## src/rtl/reg_pkg.sv

```systemverilog
// Shared widths and types for the register file and its write-select encoder.
package reg_pkg;

  parameter int DATA_W = 16;
  parameter int NREGS  = 16;
  parameter int IDX_W  = 4;
  parameter int WL_W   = 16;

  typedef logic [DATA_W-1:0] word_t;
  typedef logic [IDX_W-1:0]  idx_t;
  typedef logic [WL_W-1:0]   wordline_t;

endpackage

```

## src/rtl/wl_encode.sv

```systemverilog
// Turns the one-hot write wordline into a register index plus valid/multi-hot flags.
module wl_encode
  import reg_pkg::*;
(
  input  logic [WL_W-1:0]  i_wordline,
  output logic [IDX_W-1:0] o_idx,
  output logic             o_valid,
  output logic             o_multi
);

  logic [IDX_W:0]   w_count;
  logic [IDX_W-1:0] w_idxOr;

  // The index is an OR of set-bit positions; it only means something when o_valid is high.
  always_comb begin
    w_count = '0;
    w_idxOr = '0;
    for (int i = 0; i < WL_W; i++) begin
      if (i_wordline[i]) begin
        w_count = w_count + 1'b1;
        w_idxOr = w_idxOr | IDX_W'(i);
      end
    end
  end

  assign o_idx   = w_idxOr;
  assign o_valid = (w_count == (IDX_W+1)'(1));
  assign o_multi = (w_count >  (IDX_W+1)'(1));

endmodule

```

## src/rtl/reg_file.sv

```systemverilog
// Register file with write-through bypass, a busy-bit scoreboard for hazard
// stalls, and a sticky error flag for malformed write wordlines.
module reg_file #(
  parameter int DATA_W = reg_pkg::DATA_W,
  parameter int NREGS  = reg_pkg::NREGS
) (
  input  logic              clk,
  input  logic              reset,
  input  logic [15:0]       Wordline,
  input  logic [DATA_W-1:0] writeData,
  input  logic [3:0]        readIdA,
  input  logic [3:0]        readIdB,
  output logic [DATA_W-1:0] readDataA,
  output logic [DATA_W-1:0] readDataB,
  input  logic              issueValid,
  input  logic [3:0]        issueId,
  output logic              busyA,
  output logic              busyB,
  output logic              stall,
  output logic              wlError
);

  localparam int IDX_W = reg_pkg::IDX_W;

  logic [DATA_W-1:0] r_regs [NREGS];
  logic [NREGS-1:0]  r_busy;
  logic              r_wlError;

  logic [IDX_W-1:0]  w_wlIdx;
  logic              w_wlValid;
  logic              w_wlMulti;
  logic              w_hitA;
  logic              w_hitB;
  logic [NREGS-1:0]  w_busyNext;

  wl_encode u_wlEnc (
    .i_wordline (Wordline),
    .o_idx      (w_wlIdx),
    .o_valid    (w_wlValid),
    .o_multi    (w_wlMulti)
  );

  always_ff @(posedge clk) begin
    if (reset) begin
      for (int k = 0; k < NREGS; k++) begin
        r_regs[k] <= '0;
      end
    end else begin
      for (int k = 0; k < NREGS; k++) begin
        if (w_wlValid && (w_wlIdx == IDX_W'(k))) begin
          r_regs[k] <= writeData;
        end
      end
    end
  end

  // Write-back clears first, then a same-cycle issue re-sets the bit so the new producer wins.
  always_comb begin
    w_busyNext = r_busy;
    for (int k = 0; k < NREGS; k++) begin
      if (w_wlValid && (w_wlIdx == IDX_W'(k))) begin
        w_busyNext[k] = 1'b0;
      end
      if (issueValid && (issueId == IDX_W'(k))) begin
        w_busyNext[k] = 1'b1;
      end
    end
  end

  always_ff @(posedge clk) begin
    if (reset) begin
      r_busy    <= '0;
      r_wlError <= 1'b0;
    end else begin
      r_busy <= w_busyNext;
      if (w_wlMulti) begin
        r_wlError <= 1'b1;
      end
    end
  end

  always_comb begin
    w_hitA    = w_wlValid && (w_wlIdx == readIdA);
    w_hitB    = w_wlValid && (w_wlIdx == readIdB);
    readDataA = w_hitA ? writeData : r_regs[readIdA];
    readDataB = w_hitB ? writeData : r_regs[readIdB];
    busyA     = r_busy[readIdA] && !w_hitA;
    busyB     = r_busy[readIdB] && !w_hitB;
    stall     = busyA || busyB;
  end

  assign wlError = r_wlError;

endmodule

```

## config.mk

```make
export PLATFORM = sky130hd
export DESIGN_NAME = reg_file
export DESIGN_NICKNAME = d
export VERILOG_FILES = /design/src/rtl/reg_pkg.sv /design/src/rtl/wl_encode.sv /design/src/rtl/reg_file.sv
export SDC_FILE = /design/constraint.sdc
export NUM_CORES = 1
export LEC_CHECK = 0
export CAP_MARGIN = 20
export CORE_MARGIN = 8
export CORE_UTILIZATION = 55
export DETAILED_ROUTE_END_ITERATION = 7
export PLACE_DENSITY = 0.77
export SYNTH_ARGS = -nofsm -noshare
export SYNTH_HDL_FRONTEND = slang
export SYNTH_SLANG_ARGS = --single-unit
```

## constraint.sdc

```tcl
create_clock -name clk -period 19.1 [get_ports clk]
set_input_delay 4.775 -clock clk [delete_from_list [all_inputs] [get_ports clk]]
set_output_delay 4.775 -clock clk [all_outputs]
set_load 0.02 [all_outputs]
```

# After elaboration in Yosys (flattened, before gate mapping)
# Memory sizes are Yosys's and may differ from the RTL's.
# Index checks and enable logic that the tools add are counted.
dict set report totals {
  reg_bits 17
  ram_bits 256
  input_bits 47
  out_inout_bits 36
  word_cells 277
  n_memories 1
}
dict set report classes {
  addsub 15
  n_lt_le_gt_ge 3
  eq_ne 33
  mux 135
  n_bitwise 16
  n_reduce_logical 57
}
# name words width read_ports rd_clocked_by_memory_dff write_ports line_no
set memory_table {}
lappend memory_table {r_regs 16 16 2 0 16 reg_file.sv:25} ;# logic [DATA_W-1:0] r_regs [NREGS];
# cell count
set op_table {}
lappend op_table {{$mux 16} 18}
lappend op_table {{$mux 1} 86}
lappend op_table {{$mux 5} 15}
lappend op_table {{$add 5x1->5 const B} 14}
lappend op_table {{$eq 4x4->1 const B} 16}
lappend op_table {{$logic_and 1x1->1} 36}
lappend op_table {{$eq 4x3->1 const B} 8}
lappend op_table {{$mux 4} 8}
lappend op_table {{$reduce_bool 2->1} 16}
lappend op_table {{$eq 4x2->1 const B} 4}
lappend op_table {{$or 1x1->1} 16}
lappend op_table {{$mux 3} 4}
lappend op_table {{$lt 4x5->1 const B} 2}
lappend op_table {{$bmux 1 s4} 2}
lappend op_table {{$eq 4x1->1 const B} 2}
lappend op_table {{$eq 4x4->1} 2}
lappend op_table {{$logic_not 4->1} 2}
lappend op_table {{$eq 5x1->1 const B} 1}
lappend op_table {{$gt 5x1->1 const B} 1}
lappend op_table {{$mux 2} 2}
lappend op_table {{$add 1x1->2 const B} 1}
lappend op_table {{$logic_not 1->1} 2}
lappend op_table {{$logic_or 1x1->1} 1}

# Depth between registers and ports, before layout
# Gate-level depths: netlist of run 1.
dict set report depth {
  depth_word 37
  depth_mapped 52
}

# By module
# From an unflattened synthesis of run 1, not the netlist that was laid out.
dict set report hier_totals {
  hier_cells 1225
  hier_area_um2 16535.9
}
# mod instances cells_each area_each_um2 seq_area_each_um2
set modules_own_cells {}
lappend modules_own_cells {reg_file 1 922 14303.7 8027.7}
lappend modules_own_cells {wl_encode 1 303 2232.1 0.0}

# Least setup slack after synthesis of run 1
# Ideal clock, no wire load.
dict set report synth_path {
  path_type {input port to output port}
  startpoint {input Wordline[0]}
  endpoint {output readDataA[10]}
  t_arrival_ns 13.753
  t_required_ns 14.325
  path_slack_ns 0.572
  cell_stages 50
  path_buffers 2
  cell_sequence {inv_1 > ha_1 > xor2_1 > ha_1 > nand2_1 > o31ai_1 > ha_1 > mux2_2 > ha_1 > nand2_1 > o41ai_1 > nor2_1 > inv_1 > ha_1 > nand2b_1 > o31ai_1 > inv_1 > ha_1 > [... 14 more ...] > a21boi_0 > ha_1 > a22o_1 > ha_1 > nor2b_1 > nor2_1 > ha_1 > nand2_1 > nand2b_1 > ha_1 > nand2b_1 > a2111oi_2 > mux2i_1 > or2_1 > or4_1 > buf_6 > buf_6 > mux2_4}
}
dict set report synth_via {
  elab_chain_len 34
}
# item line_no
set synth_rtl {}
lappend synth_rtl {{start: declaration} reg_file.sv:9} ;# input logic [15:0] Wordline,
lappend synth_rtl {{$mux 1 (*)} wl_encode.sv:19} ;# if (i_wordline[i]) begin
lappend synth_rtl {{$add 1x1->2} wl_encode.sv:20} ;# w_count = w_count + 1'b1;
lappend synth_rtl {{$mux 5 (*)} wl_encode.sv:19}
lappend synth_rtl {{$add 5x1->5} wl_encode.sv:20}
lappend synth_rtl {{$mux 5 (*)} wl_encode.sv:19}
lappend synth_rtl {{$add 5x1->5} wl_encode.sv:20}
lappend synth_rtl {{$mux 5 (*)} wl_encode.sv:19}
lappend synth_rtl {{$add 5x1->5} wl_encode.sv:20}
lappend synth_rtl {{[... 18 more ...]} --}
lappend synth_rtl {{$mux 5 (*)} wl_encode.sv:19}
lappend synth_rtl {{$add 5x1->5} wl_encode.sv:20}
lappend synth_rtl {{$mux 5 (*)} wl_encode.sv:19}
lappend synth_rtl {{$add 5x1->5} wl_encode.sv:20}
lappend synth_rtl {{$mux 5 (*)} wl_encode.sv:19}
lappend synth_rtl {{$eq 5x1->1 (*)} wl_encode.sv:27} ;# assign o_valid = (w_count == (IDX_W+1)'(1));
lappend synth_rtl {{$logic_and 1x1->1 (*)} reg_file.sv:83} ;# w_hitA = w_wlValid && (w_wlIdx == readIdA);
lappend synth_rtl {{$mux 16 (*)} reg_file.sv:85} ;# readDataA = w_hitA ? writeData : r_regs[readIdA];
lappend synth_rtl {{end: declaration} reg_file.sv:13} ;# output logic [DATA_W-1:0] readDataA,
# Mark *: on every way between the ends. The rest lies on a longest branch, timed or not.

# Final worst setup path of run 1
dict set report layout_path {
  startpoint {input Wordline[1]}
  endpoint {output readDataA[9]}
}
dict set report layout_via {
  elab_chain_len 32
  elab_cells_between_ends 48
  classes_between {add/sub (14); eq/ne (2); mux (31); reduce/logical (1)}
}
# item line_no
set layout_rtl {}
lappend layout_rtl {{$mux 5} wl_encode.sv:19}
lappend layout_rtl {{$add 5x1->5} wl_encode.sv:20}
lappend layout_rtl {{$mux 5} wl_encode.sv:19}
lappend layout_rtl {{$add 5x1->5} wl_encode.sv:20}
lappend layout_rtl {{$mux 5} wl_encode.sv:19}
lappend layout_rtl {{$add 5x1->5} wl_encode.sv:20}
lappend layout_rtl {{$mux 5} wl_encode.sv:19}
lappend layout_rtl {{$add 5x1->5} wl_encode.sv:20}
lappend layout_rtl {{[... 16 more ...]} --}
lappend layout_rtl {{$mux 5} wl_encode.sv:19}
lappend layout_rtl {{$add 5x1->5} wl_encode.sv:20}
lappend layout_rtl {{$mux 5} wl_encode.sv:19}
lappend layout_rtl {{$add 5x1->5} wl_encode.sv:20}
lappend layout_rtl {{$mux 5} wl_encode.sv:19}
lappend layout_rtl {{$eq 5x1->1} wl_encode.sv:27}
lappend layout_rtl {{$logic_and 1x1->1 (*)} reg_file.sv:83}
lappend layout_rtl {{$mux 16 (*)} reg_file.sv:85}
# Marks and branches as above.

==> flow_summary_export.csv, run 1 <==
group,metric,value,unit
clock_network,cts_tree,"yes",
critical_path,arrival,14.14,ns
critical_path,crit_slowest_cell,"or4_4",
timing,setup_slack,0.189,ns
clock_network,clkTransAtPathRegs,0.06,ns
timing,min_period,18.91,ns
power,p_clk_share,21.0,%
synthesis,synthArstFlopShare,0,%
power,swShare,36.8,%
critical_path,slowest_delay,0.60,ns
cells_and_area,n_antenna_cell,0,
cells_and_area,final_nets,1270,
power,power.internal,1.57,mW
clock_network,clkSinkCount,273,
die,core_area,28700,um^2
drt,vias,11829,
power,power_frac_seq,29.9,%
timing,period_share,99.0,%
grt,grt_start_max_net_pins,89,
timing,worst_pin_slew,1.19,ns
grt,antenna_found_initial,1,
synthesis,synth_fp_nets,1163,
power,power_leakage,6.39,nW
drt,drtAntennaViolNets,0,
timing,finalSetupViolCount,0,
power,power_switching,0.910,mW
die,fp.dieW,187,um
critical_path,criticalPathCategory,"in -> out",
placed_design,place_congestion,0.887,
critical_path,crit_fanout,7,
critical_path,r2r_end,"r_busy[15]",
clock_network,htreeDepth,1,
synthesis,synth_cells,1101,
critical_path,critPathLaunchType,"input port",
synthesis,ys_ff_latch,273,
timing,fin_setup_tns,0,ns
synthesis,synth_area_per_cell,14.6,um^2
timing,slew_violations,0,
clock_network,hold_buffers,0,
die,die_h,187,um
drt,totalWireLength,49100,um
power,powerDensity,130,nW/um^2
placed_design,io_buffers,82,
placed_design,dp_cells,1504,
cells_and_area,final_area,19000,um^2
timing,clock_skew,0,ns
grt,track_usage,27.3,%
synthesis,synth-edff-count,256,
drt,post_drt_wl_per_cell,30.5,um
grt,grt_overflow,0,
critical_path,crit_family,"adder cells",
cells_and_area,multi_input_area,7720,um^2
min_path,min_path_type,"reg -> reg",
clock_network,cts_buffers,27,
drt,dr.first_iter.drc_count,1749,
cells_and_area,ff_latch_area,8030,um^2
critical_path,r2r_cells,2,
drt,route.detailed.drc,0,
critical_path,cp_num_buf_inv,7,
clock_network,clk_latency,0.54,ns
timing,rsz0062_at_grt,"true",
cells_and_area,fill_cells,1897,
die,die_area,34900,um^2
cells_and_area,final_cells,1609,
power,vdd_drop_max,0.226,mV
die,initial_utilization,55.9,%
cells_and_area,drive_gt1_share,37.3,%
critical_path,worstPathRequired,14.32,ns
critical_path,r2r_slack,18.33,ns
synthesis,yosysWarnings,0,
grt,grt_pass1_wl,73100,um
critical_path,cp-end-kind,"output pin",
critical_path,endpoint,"readDataA[9]",
timing,slew-limit-headroom,20.6,%
critical_path,cp_common_cell,"ha_1",
die,io_pins,83,
clock_network,cts-root-buf,"clkbuf_16",
critical_path,crit_path_start,"Wordline[1]",
drt,vias_per_cell,7.35,
synthesis,synthFlopType,"edfxtp_1",
status,status,"finished, final reports clean",
placed_design,dp_hpwl,27100,um
clock_network,cts_max_path_buffers,3,
synthesis,synth_area,16100,um^2
synthesis,synth_cell_types,66,
power,power_frac_comb,49.1,%
synthesis,ys_seq_area_share,50.0,%
die,fp-row-count,62,
cells_and_area,postLayoutCoreUtil,66.1,%
timing,hold_viol,0,
placed_design,placed_cell_area,17400,um^2
placed_design,place_ws,-0.882,ns
drt,drt-pass1-iter-count,6,
timing,timing.fmax,52.9,MHz
critical_path,path_depth,51,
grt,grt_pass1_vias,11994,
job,cap_violations,0,
critical_path,r2r-start,"r_busy[15]",
cells_and_area,area.growth.synth_to_final,18.2,%
-- cell type report --
class                   instances  share of cell area [%]
flip-flops and latches        273                    42.3
well taps                     384                    2.53
multi-input cells             672                    40.7
clock inverters                10                   0.640
inverters                      35                   0.706
repair buffers                199                    9.36
clock buffers                  36                    3.74
-- metrics by stage --
stage,hold slack [ns],power (mW)
5_1_grt,0.500,2.56
6_report,0.482,2.48
3_3_place_gp,0.462,1.55
3_5_place_dp,0.457,1.57
4_1_cts,0.479,2.34
2_1_floorplan,0.440,1.33
-- registers in the layout, indices dropped and copies added (netlist names) --
name,cells
r_busy,16
wlError,1
r_regs,256
-- how the worst min path moves through the flow --
stage                            to  slack (ns)       from  cells past startpoint
after detailed placement    wlError        0.46    wlError                      1
after global routing        wlError        0.50    wlError                      1
after global placement      wlError        0.46    wlError                      1
after floorplan           r_busy[3]        0.44  r_busy[3]                      2
after CTS                 r_busy[1]        0.48  r_busy[1]                      2
final                       wlError        0.48    wlError                      1
-- worst reg2reg max path: stages (launching register included) --
cell and delay, ns:
dfxtp_1 0.39, o21bai_1 0.13, o311a_1 0.19
-- cells by family (layout without fill, tap and decap cells) --
group | after synthesis | count (layout) | share of synthesized area [%]
AOI/OAI and AO/OA | 70 | 70 | 3.19
muxes | 210 | 210 | 26.8
and+or+nand+nor | 324 | 324 | 11.0
DFF | 273 | 273 | 50.0
adders and majority gates | 15 | 15 | 1.17
buffers and inverters | 156 | 280 | 3.92
xor gates and xnor gates | 53 | 53 | 3.90
-- synth_stat cells (12+ instances only) --
library cell | n | area, um^2
edfxtp_1 | 256 | 7690
mux4_2 | 170 | 3830
nor4_1 | 117 | 732
clkbuf_1 | 89 | 334
nand2_1 | 61 | 229
nor3_1 | 39 | 195
inv_1 | 34 | 128
nor2_1 | 32 | 120
xnor2_1 | 28 | 245
mux2_2 | 25 | 282
dfxtp_1 | 17 | 340
ha_1 | 15 | 188
buf_1 | 14 | 52.6
buf_2 | 14 | 70.1
xor2_1 | 14 | 123
nand3_1 | 12 | 60.1
o41ai_1 | 12 | 105
-- metal layers --
metal  vias up  routed length [um]  GRT usage (%)
li1       4739                   -              -
met1      5818               16900           35.5
met2      1086               22700           42.5
met3       186                7350           7.79
met4         0                2140           11.7
met5         -                   0              0
-- cells in the final DEF (no fill, tap or decap), drive strengths merged, types with 3 or more instances in the layout --
| cell type | synthesis | final |
|---|---|---|
| clkdlybuf4s15 | 0 | 10 |
| nor3 | 39 | 39 |
| and2 | 9 | 9 |
| clkinv | 0 | 7 |
| o21ai | 8 | 8 |
| mux2i | 7 | 7 |
| nor4 | 117 | 117 |
| or3 | 5 | 5 |
| o32ai | 3 | 3 |
| nand2b | 8 | 8 |
| and3 | 4 | 4 |
| nand2 | 61 | 61 |
| bufinv | 0 | 3 |
| xnor2 | 29 | 29 |
| nor2b | 3 | 3 |
| a31oi | 4 | 4 |
| or2 | 9 | 9 |
| xnor3 | 7 | 7 |
| edfxtp | 256 | 256 |
| mux4 | 170 | 170 |
| a22o | 3 | 3 |
| nand4 | 4 | 4 |
| clkdlybuf4s50 | 0 | 37 |
| o22ai | 10 | 10 |
| nor2 | 32 | 32 |
| o41ai | 12 | 12 |
| a21oi | 10 | 10 |
| ha | 15 | 15 |
| nand3 | 12 | 12 |
| xor2 | 16 | 16 |
| nor3b | 4 | 4 |
| mux2 | 33 | 33 |
| or4 | 8 | 8 |
| clkbuf | 89 | 38 |
| inv | 35 | 35 |
| buf | 32 | 147 |
| o31ai | 4 | 4 |
| dfxtp | 17 | 17 |
-- power by group through the flow --
| stage | clock (mW) | combinational (mW) | sequential, mW |
|---|---|---|---|
| 3_5_place_dp | 0 | 0.822 | 0.750 |
| 6_report | 0.519 | 1.22 | 0.741 |
| 4_1_cts | 0.515 | 1.08 | 0.739 |
| 3_3_place_gp | 0 | 0.808 | 0.745 |
| 5_1_grt | 0.539 | 1.27 | 0.745 |
| 2_1_floorplan | 0 | 0.587 | 0.741 |
-- repair_timing --
item                       CTS  global route
setup buffers               47             9
pin swaps                   15            26
cloned                       1             0
setup endpoints to repair   35           277
resized for setup          136            82
(Power assumes the default switching activity.)
==> run 2, diff against run 1 <==
ABC_AREA = 0   (was not set)
==> results of run 2 <==
Same layout as run 1: the final DEF is identical, and so are final timing and power.
